$ cat src/rtl/mux_pkg.sv
// Shared selection-mode encodings for the stream multiplexer and the
// decoder that drives its mode input.
package mux_pkg;

  localparam logic [1:0] MODE_DIRECT = 2'b00;
  localparam logic [1:0] MODE_PRIO   = 2'b01;
  localparam logic [1:0] MODE_RR     = 2'b10;

endpackage

$ cat src/rtl/rr_arbiter.sv
// Combinational channel selector: direct index, lowest-index priority, or
// round-robin search starting at ptr. Produces at most one grant.
module rr_arbiter
  import mux_pkg::*;
#(
  parameter int NUM_IN    = 8,
  parameter int SEL_WIDTH = $clog2(NUM_IN)
) (
  input  logic [NUM_IN-1:0]    in_valid,
  input  logic [SEL_WIDTH-1:0] ptr,
  input  logic [1:0]           mode,
  input  logic [SEL_WIDTH-1:0] sel,
  output logic [SEL_WIDTH-1:0] grant,
  output logic                 grant_valid
);

  localparam int IW = SEL_WIDTH + 1;

  logic [IW-1:0] idx_s;
  logic          hit_s;

  // Grant selection; the first hit in search order wins, later hits are masked.
  always_comb begin
    grant       = {SEL_WIDTH{1'b0}};
    grant_valid = 1'b0;
    idx_s       = {IW{1'b0}};
    hit_s       = 1'b0;
    case (mode)
      MODE_PRIO: begin
        for (int i = 0; i < NUM_IN; i++) begin
          hit_s       = !grant_valid && in_valid[i];
          grant       = hit_s ? SEL_WIDTH'(i) : grant;
          grant_valid = grant_valid | hit_s;
        end
      end
      MODE_RR: begin
        for (int i = 0; i < NUM_IN; i++) begin
          // ptr < NUM_IN, so one conditional subtract is enough to wrap
          idx_s       = IW'(ptr) + IW'(i);
          idx_s       = (idx_s >= IW'(NUM_IN)) ? (idx_s - IW'(NUM_IN)) : idx_s;
          hit_s       = !grant_valid && in_valid[idx_s[SEL_WIDTH-1:0]];
          grant       = hit_s ? idx_s[SEL_WIDTH-1:0] : grant;
          grant_valid = grant_valid | hit_s;
        end
      end
      default: begin
        hit_s       = (IW'(sel) < IW'(NUM_IN)) && in_valid[sel];
        grant       = hit_s ? sel : {SEL_WIDTH{1'b0}};
        grant_valid = hit_s;
      end
    endcase
  end

endmodule

$ cat src/rtl/mux_arb.sv
// N-to-1 registered stream multiplexer with valid/ready handshaking and
// direct / fixed-priority / round-robin channel selection.
module mux_arb
  import mux_pkg::*;
#(
  parameter  int DATA_WIDTH = 8,
  parameter  int NUM_IN     = 8,
  localparam int SEL_WIDTH  = $clog2(NUM_IN)
) (
  input  logic                         clk,
  input  logic                         rst_n,
  input  logic [NUM_IN*DATA_WIDTH-1:0] in,
  input  logic [NUM_IN-1:0]            in_valid,
  output logic [NUM_IN-1:0]            in_ready,
  input  logic [1:0]                   mode,
  input  logic [SEL_WIDTH-1:0]         sel,
  output logic [DATA_WIDTH-1:0]        out,
  output logic [SEL_WIDTH-1:0]         out_ch,
  output logic                         out_valid,
  input  logic                         out_ready
);

  logic [DATA_WIDTH-1:0] out_r;
  logic [SEL_WIDTH-1:0]  out_ch_r;
  logic                  out_valid_r;
  logic [SEL_WIDTH-1:0]  ptr_r;
  logic [SEL_WIDTH-1:0]  grant_s;
  logic                  grant_valid_s;
  logic                  load_s;
  logic                  xfer_s;
  logic [NUM_IN-1:0]     in_ready_s;

  rr_arbiter #(
    .NUM_IN    (NUM_IN),
    .SEL_WIDTH (SEL_WIDTH)
  ) u_arb (
    .in_valid    (in_valid),
    .ptr         (ptr_r),
    .mode        (mode),
    .sel         (sel),
    .grant       (grant_s),
    .grant_valid (grant_valid_s)
  );

  // rst_n gates load so no handshake is offered while reset is held.
  assign load_s = rst_n && (!out_valid_r || out_ready);
  assign xfer_s = load_s && grant_valid_s;

  // One-hot ready for the granted channel when the output register can load.
  always_comb begin
    in_ready_s = {NUM_IN{1'b0}};
    if (xfer_s) begin
      in_ready_s[grant_s] = 1'b1;
    end else begin
      in_ready_s = {NUM_IN{1'b0}};
    end
  end

  // Output register and round-robin pointer.
  always_ff @(posedge clk or negedge rst_n) begin
    if (!rst_n) begin
      out_r       <= {DATA_WIDTH{1'b0}};
      out_ch_r    <= {SEL_WIDTH{1'b0}};
      out_valid_r <= 1'b0;
      ptr_r       <= {SEL_WIDTH{1'b0}};
    end else if (xfer_s) begin
      out_r       <= in[int'(grant_s)*DATA_WIDTH +: DATA_WIDTH];
      out_ch_r    <= grant_s;
      out_valid_r <= 1'b1;
      ptr_r       <= (grant_s == SEL_WIDTH'(NUM_IN-1)) ? {SEL_WIDTH{1'b0}}
                                                       : (grant_s + SEL_WIDTH'(1));
    end else if (out_ready) begin
      out_valid_r <= 1'b0;
    end
  end

  assign in_ready  = in_ready_s;
  assign out       = out_r;
  assign out_ch    = out_ch_r;
  assign out_valid = out_valid_r;

endmodule

$ cat config.mk
export PLATFORM = sky130hd
export DESIGN_NAME = mux_arb
export DESIGN_NICKNAME = d
export VERILOG_FILES = /design/src/rtl/mux_pkg.sv /design/src/rtl/rr_arbiter.sv /design/src/rtl/mux_arb.sv
export SDC_FILE = /design/constraint.sdc
export NUM_CORES = 1
export LEC_CHECK = 0
export ABC_AREA = 1
export BUFFER_PORTS_ARGS = -buffer_cell sky130_fd_sc_hd__buf_2
export CORE_MARGIN = 1.5
export CORE_UTILIZATION = 40
export CTS_CLUSTER_DIAMETER = 200
export CTS_CLUSTER_SIZE = 20
export DETAILED_ROUTE_END_ITERATION = 8
export HOLD_SLACK_MARGIN = 0.15
export PLACE_DENSITY_LB_ADDON = 0.15
export SLEW_MARGIN = 20
export SYNTH_ARGS = -nofsm -noshare
export SYNTH_HDL_FRONTEND = slang
export SYNTH_HIERARCHICAL = 1
export SYNTH_SLANG_ARGS = --single-unit
$ cat constraint.sdc
create_clock -name clk -period 6.17 [get_ports clk]
set_clock_uncertainty 0.05 [all_clocks]
set_input_delay 0.617 -clock clk [delete_from_list [all_inputs] [get_ports clk]]
set_output_delay 0.617 -clock clk [all_outputs]
set_load 0.005 [all_outputs]
# ---- Word level (Yosys, flattened, before mapping)
# Cells that the tools add are included.
# Widths: inputs -> output; s select.
dict set report word_totals {
  ff_bits 15
  in_bits 80
  output_inout_bits 20
  wordCells 141
}
dict set report classes {
  add_sub_neg 16
  n_lt_le_gt_ge 19
  n_eq_ne 3
  shifts 1
  mux 50
  n_bitwise 14
  n_reduce_logical 34
}
# cell count
set ops {}
lappend ops {{$mux 3} 24}
lappend ops {{$shiftx 64x7->8} 1}
lappend ops {{$lt 3x4->1 const B} 10}
lappend ops {{$ge 4x4->1 const B} 7}
lappend ops {{$bmux 1 s3} 9}
lappend ops {{$sub 3x1->3 const B} 8}
lappend ops {{$logic_and 1x1->1} 17}
lappend ops {{$add 3x3->4 const B} 4}
lappend ops {{$logic_not 1->1} 15}
lappend ops {{$or 1x1->1} 14}
lappend ops {{$mux 1} 13}
lappend ops {{$add 3x2->4 const B} 2}
lappend ops {{$mux 8} 1}
lappend ops {{$pmux 3 s2} 1}
lappend ops {{$add 3x1->4 const B} 1}
lappend ops {{$ge 3x4->1 const B} 1}
lappend ops {{$add 3x1->3 const B} 1}
lappend ops {{$demux 1 s3} 1}
lappend ops {{$eq 3x3->1 const B} 1}
lappend ops {{$ge 3x1->1 const B} 1}
lappend ops {{$eq 2x1->1 const B} 1}
lappend ops {{$eq 2x2->1 const B} 1}
lappend ops {{$pmux 1 s2} 1}
lappend ops {{$reduce_bool 2->1} 1}
lappend ops {{$logic_or 1x1->1} 1}

# ---- Logic depth before layout (Yosys ltp)
dict set report logic_depth {
  word_depth 31
  ltp_mapped 25
  depth_no_buf 24
}

# ---- Cells and area by module
# The synthesis kept the hierarchy.
# module instances cells_per_inst area_per_inst_um2 seq_area_each_um2
set by_module_without_submodules {}
lappend by_module_without_submodules {mux_arb 1 257 1407.6 375.4}
lappend by_module_without_submodules {rr_arbiter 1 190 1032.2 0.0}

# ---- Worst setup path before layout
# OpenSTA, ideal clock, no wires.
dict set report synth_timing {
  path_kind {reg2out}
  startpoint {register ptr_r[1]}
  endpoint {output in_ready[4]}
  arrival_time_ns 2.740
  required_time_ns 5.503
  path_slack_ns 2.763
  path_stages_with_launch 22
  n_path_buf 0
  path_cell_list {dfrtp_1 -> inv_2 -> ha_1 -> inv_2 -> nand3_1 -> nand3_1 -> nand2_2 -> nor2_4 -> nand4_4 -> inv_1 -> nand2_1 -> nand2_1 -> inv_1 -> nand2_1 -> nand2_1 -> nand2_1 -> nand2_1 -> a21oi_2 -> inv_1 -> nor2_2 -> inv_1 -> nor2_1}
}
dict set report synth_via {
  elab_chain_len 31
  elab_cells_between_ends 85
  cone_classes {add/sub (15); order compare (10); mux (37); bitwise (7); reduce/logical (16)}
}
# element line_no
set synth_lines {}
lappend synth_lines {{from (decl)} mux_arb.sv:26} ;# logic [SEL_WIDTH-1:0] ptr_r;
lappend synth_lines {{from (signal assigned)} mux_arb.sv:65} ;# ptr_r <= {SEL_WIDTH{1'b0}};
lappend synth_lines {{from (signal assigned)} mux_arb.sv:70} ;# ptr_r <= (grant_s == SEL_WIDTH'(NUM_IN-1)) ? {SEL_WIDTH{1'b0}}
lappend synth_lines {{$add 3x1->4 (tied with other cells)} rr_arbiter.sv:39} ;# idx_s = IW'(ptr) + IW'(i);
lappend synth_lines {{$ge 4x4->1 (tied with other cells)} rr_arbiter.sv:40} ;# idx_s = (idx_s >= IW'(NUM_IN)) ? (idx_s - IW'(NUM_IN)) : idx_s;
lappend synth_lines {{$mux 3 / $bmux 1 s3 (equally long branches)} {rr_arbiter.sv:40, rr_arbiter.sv:41}}
lappend synth_lines {{$bmux 1 s3 / $mux 1 (equally long branches)} rr_arbiter.sv:41} ;# hit_s = !grant_valid && in_valid[idx_s[SEL_WIDTH-1:0]];
lappend synth_lines {{$mux 1 (not written as such) / $logic_not 1->1 (equally long branches)} rr_arbiter.sv:41}
lappend synth_lines {{$logic_and 1x1->1} rr_arbiter.sv:41}
lappend synth_lines {{$or 1x1->1} rr_arbiter.sv:43} ;# grant_valid = grant_valid | hit_s;
lappend synth_lines {{$logic_not 1->1} rr_arbiter.sv:41}
lappend synth_lines {{[16 not listed]} n/a}
lappend synth_lines {{$mux 3 (*)} rr_arbiter.sv:42} ;# grant = hit_s ? idx_s[SEL_WIDTH-1:0] : grant;
lappend synth_lines {{$pmux 3 s2 (*)} rr_arbiter.sv:28} ;# case (mode)
lappend synth_lines {{via grant_s[2]} mux_arb.sv:27} ;# logic [SEL_WIDTH-1:0] grant_s;
lappend synth_lines {{$lt 3x4->1 (not written as such) / $ge 3x1->1 (equally long branches)} mux_arb.sv:53} ;# in_ready_s[grant_s] = 1'b1;
lappend synth_lines {{$logic_and 1x1->1 (not written as such)} mux_arb.sv:53}
lappend synth_lines {{$mux 1 (not written as such)} mux_arb.sv:53}
lappend synth_lines {{$demux 1 s3 (*)} mux_arb.sv:53}
lappend synth_lines {{$mux 8 (*)} mux_arb.sv:52} ;# if (xfer_s) begin
lappend synth_lines {{to (decl)} mux_arb.sv:14} ;# output logic [NUM_IN-1:0] in_ready,
# Mark *: on every way through the listed nets, which the timed path passes. The rest lies on a longest branch. The select of a mux whose other input is x is not followed.

# ---- Worst setup path in the final report
dict set report layout_timing {
  startpoint {register ptr_r[0]}
  endpoint {output in_ready[2]}
}
# The elaborated chain is that of the path after synthesis.

==> qor.tcl <==
set qor(cts.hold.buffers_added) 0
set qor(net_count_after_synthesis) 533
set qor(cts_tree) {done}
set qor(core.rowCount) 28
set qor(seq_total_area_yosys_pct) 15.4
set qor(final.min_clock_period_ps) 4520
set qor(power_leakage_uw) 0.00187
set qor(postSynthAreaPerCell_um2) 5.46
set qor(routed_via_density) 4.76
set qor(slew_violations) 0
set qor(met3_usage_pct) 1.80
set qor(power_frac_comb_pct) 76.3
set qor(setup-violations-final) 0
set qor(clock_sink_count) 15
set qor(numCtsBuffers) 3
set qor(yosysWarnings) 6
set qor(seq_power_share_pct) 16.6
set qor(synthSimpleGateAreaFrac_pct) 51.1
set qor(drt_pass1_iterations) 5
set qor(place_hpwl_mm) 5.88
set qor(fmax_mhz) 221
set qor(final.setup.tns_ps) 0
set qor(grt_max_degree) 30
set qor(instances_no_fill) 617
set qor(ys_ff_latch) 15
set qor(total_switching_power_uw) 648
set qor(combinational_family_with_the_most_area_after_synthesis) {simple AND/OR/NAND/NOR gates}
set qor(number_of_h_tree_levels) 1
set qor(port_buffers) 99
set qor(fp.coreArea_um2) 5920
set qor(internal_power_uw) 476
set qor(timing.critical_path.to_type) {output pin}
set qor(clk_root_buffer_cell) {clkbuf_8}
set qor(cts-root-to-sink-buffers) 2
set qor(worst-endpoint-arrival_ps) 3850
set qor(ant_nets) 0
set qor(crit_fanout) 27
set qor(final_min_period_over_clock_period_pct) 73.3
set qor(num_io_pins) 100
set qor(met2_usage_pct) 36.4
set qor(run_status) {finished, final reports clean}
set qor(grt_remaining_overflow) 0
set qor(total_number_of_nets_in_the_final_design) 629
set qor(share_of_the_synthesized_netlist_area_taken_by_xor_and_xnor_gates_pct) 1.38
set qor(grt_most_used_layer) {met2}
set qor(routed_wire_length_mm) 7.24
set qor(globalRouteMet1Util_pct) 31.8
set qor(count_of_vias_placed_by_the_detailed_router) 2937
set qor(final_hold_violating_endpoints) 0
set qor(floorplan.initialDensity_pct) 41.2
set qor(vdd_ir_drop_max_mv) 0.153
set qor(clock_power_share_pct) 7.1
set qor(most_common_library_cell_in_the_layout_ignoring_fill_and_taps) {nand2_1}
set qor(die_w_um) 81.1
set qor(drive_above_1_share_pct) 25.8
set qor(fp.dieH_um) 81.1
set qor(cp.required_ps) 5500
set qor(instance_count_after_placement_with_tap_cells_included) 613
set qor(synth-compound-area-share_pct) 10.0
set qor(switching_share_pct) 57.6
set qor(place_congestion) 0.849
set qor(maxSlewHeadroom_pct) 67.2
set qor(grt_usage_pct) 22.1
set qor(hold_class) {in2async}
set qor(drc) 0
set qor(synth_cells) 447
set qor(areaGrowthSynthToFinish_pct) 23.0
set qor(avgRoutedWirePerCell_um) 11.7
set qor(startpoint_class) {register}
set qor(timing.setup.critical_path_class) {reg2out}
set qor(adder_cell_fraction_of_synth_area_pct) 3.08
set qor(cap_violations) 0
set qor(grt_antenna_before_repair) 0
set qor(grt_pass1_vias) 2461
set qor(power-per-cell-area_nw_per_um2) 375
set qor(antennaDiodeCount) 0
set qor(dr.first_iter.drc_count) 235
set qor(tightest_slew_ps) 487
set qor(setup_repair_after_global_routing_missed_its_margin) {false}
set qor(global_route_wire_length_before_repair_mm) 11.5
set qor(layout_common_cells) {nand2_1, buf_2, inv_1, nand3_1, nor2_1}
set qor(syn-cell-area_um2) 2440
set qor(cts_setup_buffers) 0
set qor(insertion_delay_to_the_later_sink_of_the_worst_skew_pair_ps) 250
set qor(ctsResizeCount) 0
set qor(design.die.area_um2) 6580
set qor(synth_cell_types) 33
set qor(clk_pin_slew_ps) 60
set qor(post_synth_mux_area_share_pct) 0.462
[critical path, stage by stage, from the launching register on]
cell     delay [ps]
dfrtp_1         620
inv_6           100
ha_1            440
inv_2           140
nand3_1         110
nand2_1          70
nand2_1          50
nand2_1         130
inv_1           110
nand3_1         130
o21ai_0         110
a21oi_1         160
nand3_1          90
nand3_1          70
nand2_1          50
nand2_1          60
nand2_1         260
inv_2           430
nand2_1         220
nor2_1          130
buf_2           120
[cells by family (layout without fill, tap and decap cells)]
logic type,after synthesis,count (layout)
AO/OA/AOI/OAI,42,42
XOR/XNOR,3,3
adder cells (fa/ha/maj),6,6
buffers and inverters,107,202
flip-flops,15,15
multiplexers,1,1
AND/OR/NAND/NOR,273,273
[sequential cells by signal, summed over array words and instances (netlist names)]
name       count
out_ch         3
ptr_r          3
out            8
out_valid      1
[cell usage after synthesis]
library cell | instances | area [um^2]
a21boi_0 | 1 | 7.51
a21oi_1 | 13 | 65.1
a21oi_2 | 1 | 8.76
a31oi_2 | 1 | 12.5
a41oi_1 | 1 | 8.76
buf_2 | 1 | 5.00
buf_4 | 4 | 30.0
buf_6 | 4 | 45.0
dfrtp_1 | 15 | 375
ha_1 | 6 | 75.1
inv_1 | 91 | 342
inv_2 | 6 | 22.5
inv_6 | 1 | 8.76
mux2_2 | 1 | 11.3
nand2_1 | 143 | 537
nand2_2 | 9 | 56.3
nand2_4 | 2 | 22.5
nand3_1 | 58 | 290
nand3_2 | 7 | 70.1
nand4_1 | 6 | 37.5
nand4_4 | 1 | 21.3
nor2_1 | 37 | 139
nor2_2 | 3 | 18.8
nor2_4 | 3 | 33.8
nor3_1 | 3 | 15.0
nor4_1 | 1 | 6.26
o211ai_1 | 4 | 30.0
o21ai_0 | 18 | 90.1
o21ai_1 | 1 | 5.00
o21ai_2 | 1 | 8.76
o31ai_1 | 1 | 7.51
xnor2_1 | 2 | 17.5
xor2_2 | 1 | 16.3
[metal layers]
layer | share of wire, % | vias to the layer above | wire length [um]
met2 | 47 | 75 | 3390
met3 | 3.9 | 7 | 282
met4 | 0.55 | 0 | 40
met5 | 0 | - | 0
met1 | 49 | 1284 | 3530
li1 | - | 1571 | -
[final cells by class]
cell class,instances,area [um^2]
inverter,98,373
timing repair buffer,100,503
clock buffer,4,45.0
fill,660,2920
multi-input combinational,325,1610
sequential,15,375
tap,75,93.8
[final timing paths]
path                                 startpoint                    end  slack, ps  depth (start not counted)
setup / recovery           ptr_r[0]$_DFFE_PN0P_            in_ready[2]       1650                         20
hold reg to reg              out[4]$_DFFE_PN0P_     out[4]$_DFFE_PN0P_        430                          2
hold / removal                            rst_n     out[6]$_DFFE_PN0P_        230                          1
max in group asynchronous                 rst_n  out_ch[0]$_DFFE_PN0P_       5580                          1
setup reg to reg           ptr_r[0]$_DFFE_PN0P_     out[7]$_DFFE_PN0P_       2310                         21
min in group clk             out[4]$_DFFE_PN0P_     out[4]$_DFFE_PN0P_        430                          2
[power by group through the flow]
stage	Combinational (uW)	Sequential [uW]	Clock [uW]
finish	858	187	79.6
detailed placement	852	187	0
CTS	856	187	81.4
floorplan	674	173	0
global route	966	193	86.8
global placement	852	187	0
[through the flow]
stage                     hold slack, ps  setup WS (ps)  power [uW]  utilization (%)  cell area (um^2)
after floorplan                      271           2760         846                -              2440
after global placement               414           2050        1040             49.9              2960
after detailed placement             419           1960        1040             49.9              2960
after CTS                            230           1670        1120             50.7              3000
after global routing                 241           1310        1250             50.7              3000
final                                227           1650        1120             50.7              3000
Power figures use the tool's default switching activity.
